--- src/rtl/bitwise_logic_unit.sv ---
// Single-stage bitwise logic unit: selectable 2-operand logic function with an
// optional internal accumulator, valid/ready handshake on both sides and a beat counter.
module bitwise_logic_unit #(
  parameter int                 WIDTH    = 8,
  parameter logic [WIDTH-1:0]   ACC_INIT = '0
) (
  input  logic             clk,
  input  logic             rst_n,
  input  logic             in_valid,
  output logic             in_ready,
  input  logic [2:0]       op,
  input  logic             acc_mode,
  input  logic             acc_clr,
  input  logic [WIDTH-1:0] a,
  input  logic [WIDTH-1:0] b,
  output logic             out_valid,
  input  logic             out_ready,
  output logic [WIDTH-1:0] y,
  output logic             y_zero,
  output logic             y_parity,
  output logic [15:0]      beat_cnt
);

  function automatic logic [WIDTH-1:0] f_logic_op(
    input logic [2:0]       sel,
    input logic [WIDTH-1:0] x,
    input logic [WIDTH-1:0] bb
  );
    logic [WIDTH-1:0] res;
    case (sel)
      3'd0:    res = x & bb;
      3'd1:    res = x | bb;
      3'd2:    res = ~x;
      3'd3:    res = ~bb;
      3'd4:    res = ~(x & bb);
      3'd5:    res = ~(x | bb);
      3'd6:    res = x ^ bb;
      default: res = ~(x ^ bb);
    endcase
    return res;
  endfunction

  logic             r_out_valid;
  logic [WIDTH-1:0] r_y;
  logic             r_y_zero;
  logic             r_y_parity;
  logic [15:0]      r_beat_cnt;
  logic [WIDTH-1:0] r_acc;

  logic             w_in_ready;
  logic             w_accept;
  logic [WIDTH-1:0] w_x;
  logic [WIDTH-1:0] w_result;

  // The output register frees up in the same cycle it is drained, so no bubble.
  assign w_in_ready = !r_out_valid || out_ready;
  assign w_accept   = in_valid && w_in_ready;

  // A clear in the same beat makes the accumulator operand start from ACC_INIT.
  assign w_x      = acc_mode ? (acc_clr ? ACC_INIT : r_acc) : a;
  assign w_result = f_logic_op(op, w_x, b);

  always_ff @(posedge clk or negedge rst_n) begin
    if (!rst_n) begin
      r_out_valid <= 1'b0;
      r_y         <= '0;
      r_y_zero    <= 1'b1;
      r_y_parity  <= 1'b0;
      r_beat_cnt  <= '0;
    end else if (w_accept) begin
      r_out_valid <= 1'b1;
      r_y         <= w_result;
      r_y_zero    <= (w_result == '0);
      r_y_parity  <= ^w_result;
      r_beat_cnt  <= r_beat_cnt + 16'd1;
    end else if (out_ready) begin
      r_out_valid <= 1'b0;
    end
  end

  always_ff @(posedge clk or negedge rst_n) begin
    if (!rst_n) begin
      r_acc <= ACC_INIT;
    end else if (w_accept && acc_mode) begin
      r_acc <= w_result;
    end else if (acc_clr) begin
      r_acc <= ACC_INIT;
    end
  end

  assign in_ready  = w_in_ready;
  assign out_valid = r_out_valid;
  assign y         = r_y;
  assign y_zero    = r_y_zero;
  assign y_parity  = r_y_parity;
  assign beat_cnt  = r_beat_cnt;

endmodule

--- config.mk ---
export PLATFORM = sky130hd
export DESIGN_NAME = bitwise_logic_unit
export DESIGN_NICKNAME = d
export VERILOG_FILES = /design/src/rtl/bitwise_logic_unit.sv
export SDC_FILE = /design/constraint.sdc
export NUM_CORES = 1
export LEC_CHECK = 0
export CAP_MARGIN = 20
export CORE_ASPECT_RATIO = 0.6
export CORE_MARGIN = 2
export CORE_UTILIZATION = 46
export DETAILED_ROUTE_END_ITERATION = 7
export PLACE_DENSITY = 0.79
export SYNTH_ARGS = -nofsm -noshare
export SYNTH_HDL_FRONTEND = slang
export SYNTH_SLANG_ARGS = --single-unit
--- constraint.sdc ---
create_clock -name clk -period 2.7 [get_ports clk]
set_clock_uncertainty 0.15 [all_clocks]
set_input_delay 0.675 -clock clk [delete_from_list [all_inputs] [get_ports clk]]
set_output_delay 0.675 -clock clk [all_outputs]
set_load 0.02 [all_outputs]
==> qor.csv <==
metric,value,unit
Critical Path Most Common Cell,ha_4,
Design Power,1990,uW
Post-synth EDFFs,0,
outcome,"finished, violations left",
# clock sinks,35,
Final min period,2.88,ns
Mean Syn Cell Area,9.56,um2
clock slew at reported path FFs,0.08,ns
endpoints failing setup,2,
"area leader, netlist",dfrtp_1,
crit-path cells,buf_2 > buf_6 > nand3b_2 > nand2_2 > ha_4 > nor2b_4 > a311o_1 > o211ai_1 > a311o_2 > ha_4 > xnor2_2 > xnor2_1 > o21ai_1,
CTS tree,done,
Root Driver,clkbuf_8,
Flop pwr share,35.0,%
Leak,0.00185,uW
dominant cell by count in the synthesized netlist,dfrtp_1,
fin crit share,107,%
CP peak stage delay,0.42,ns
vias in the first global route,2508,
Post-synth top flop,dfrtp_1,
first-pass GRT wire length,12.3,mm
Synth cell types,40,
dpl hpwl,4.63,mm
final worst slack,-0.182,ns
Starting Density,48.3,%
WS Path Type,in -> reg,
crit start category,input port,
I/O Buffers,52,
drt wl/cell,20.0,um
DR vias/cell,5.96,
Area Growth Syn to Fin,61.1,%
failing checks,setup timing,
synthesized net count,297,
TritonRoute pass-1 iters,5,
final core utilization,77.8,%
NumNets Final,409,
Die Y,60.7,um
core area,5100,um2
1st-iter DRT viols,216,
Critical Path Sink Type,flop,
Clk pwr share,20.3,%
gr ovfl total,0,
GP Congestion,0.876,
mapped cell area,2470,um2
Sw Ratio,36.0,%
Worst Hold Class,reg -> reg,
internal power,1280,uW
row count,20,
ranking of synthesized cells by area,"dfrtp_1, ha_1, xnor2_1",
share of cells above drive strength 1,39.1,%
Tightest Pin Transition,0.445,ns
Synth top area share,34.5,%
worst-path maximum fanout,7,
Peak VDD IR,295,uV
sequential-to-total area share from yosys stat,35.6,%
"Clk Latency, worst-skew pair",0.29,ns
Power Density,502,nW/um2
H-tree level count,2,
CTS buffer count,5,
unrepaired setup endpoints after global routing,true,
max-slew violations,0,
Worst EP arrival,2.91,ns
Hold Buf Count CTS,0,
detailed-route DRC error count,0,
synth warn,0,
Total Wirelength,8.74,mm
synth cell count leaders,"dfrtp_1, nand2_1, ha_1",
"slowest stage cell, crit path",a311o_2,
Max Freq,347,MHz
largest net degree at the start of global routing,36,
synthesized instance count,258,
Worst Path Required,2.72,ns
relative slew slack,70.3,%
ys async rst share,100,%
Antenna Cells,0,
Post-DRT Antenna Nets,0,
Boundary Pins,53,
Die Area,5980,um2
Vias,2604,
Die Wd,98.5,um
number of fillers in the final layout,314,
Switch Pwr,718,uW
Final Hold Fails,0,
flop and latch count out of synthesis,35,
GRT Overall Usage,26.3,%
initial antenna violation count,0,
Comb pwr share,44.7,%
max-cap violation count,0,
Clock Tree Buf Depth,2,
-- per-stage QoR --
stage / area [um2] / setup WS, ns / instances / TNS, ns / hold WS (ns)
finish: 3970 / -0.182 / 437 / -0.218 / 0.318
global route: 3970 / -0.252 / 437 / -0.354 / 0.367
CTS: 3830 / -0.0301 / 434 / -0.0301 / 0.326
detailed placement: 3430 / -0.875 / 413 / -6.00 / 0.317
global placement: 3430 / -0.815 / 413 / -4.98 / 0.309
floorplan: 2500 / -0.153 / 258 / -0.153 / 0.229
-- cells by family after synthesis --
| kind of cell | after synthesis | synth area share [%] |
|---|---|---|
| AO/OA/AOI/OAI | 54 | 16.5 |
| XOR/XNOR | 18 | 6.39 |
| adder cells (fa/ha/maj) | 14 | 7.10 |
| buffers and inverters | 25 | 4.72 |
| flip-flops | 35 | 35.6 |
| multiplexers | 8 | 3.35 |
| AND/OR/NAND/NOR | 104 | 26.3 |
-- timing repair --
item                                    4_1_cts  5_1_grt
gates resized for setup                      46       26
hold endpoints to repair                      0        0
endpoints found under the setup margin        7        2
pin swaps                                    23       29
cloned                                        3        0
setup buffers                                10        3
-- metal layers --
layer  share of wire, %  GRT usage [%]  up-vias
met5                  0              0        -
met4                3.9           8.02        0
met3                5.8           4.49       34
met2                 47           44.9      141
met1                 43           35.3     1270
li1                   -              -     1159
-- state kept, by name, indices dropped and copies added, names as in the netlist --
| register | flops |
|---|---|
| beat_cnt | 16 |
| r_acc | 8 |
| y | 8 |
| out_valid | 1 |
| y_parity | 1 |
| y_zero | 1 |
-- worst max-delay path, delay by kind of cell --
kind,cells,cell delay (ns)
compound gates,4,0.75
simple gates,3,0.49
fa+ha+maj,2,0.36
xor+xnor,2,0.36
buf+inv,2,0.27
-- power groups by stage --
stage	Combinational, uW	Sequential (uW)	Clock, uW
floorplan	303	783	0
detailed placement	729	703	0
global route	944	709	423
CTS	820	696	398
global placement	713	702	0
finish	891	698	406
-- final timing paths --
path | cells after the start | endpoint | slack (ns) | start
max in group asynchronous | 2 | y_zero | 1.42 | rst_n
max reg2reg | 12 | y_parity | 0.07 | r_acc[4]
min | 1 | beat_cnt[15] | 0.32 | beat_cnt[15]
min in group asynchronous | 2 | beat_cnt[13] | 0.64 | rst_n
max | 13 | y_parity | -0.18 | acc_clr
min reg2reg | 1 | beat_cnt[15] | 0.32 | beat_cnt[15]
-- cells in the final DEF, fill, tap and decap left out, drive strengths merged, types with 10 or more instances in the layout --
| cell type | Yosys | final |
|---|---|---|
| xnor2 | 13 | 13 |
| inv | 10 | 10 |
| ha | 14 | 14 |
| nand4 | 11 | 11 |
| nand2 | 30 | 30 |
| nand3b | 20 | 20 |
| buf | 12 | 69 |
| nand2b | 12 | 12 |
| o21ai | 21 | 21 |
| a311o | 12 | 12 |
| nor2b | 10 | 10 |
| clkdlybuf4s50 | 0 | 38 |
| dfrtp | 34 | 34 |
-- cell type report --
cell class | instances | area, um2 | area share (%)
clock buffers | 7 | 86.3 | 2.17
clock inverters | 1 | 5.00 | 0.126
inverters | 10 | 37.5 | 0.945
multi-input cells | 198 | 1760 | 44.3
flip-flops and latches | 35 | 877 | 22.1
well taps | 66 | 82.6 | 2.08
repair buffers | 120 | 1120 | 28.3
Power figures use the tool's default switching activity.
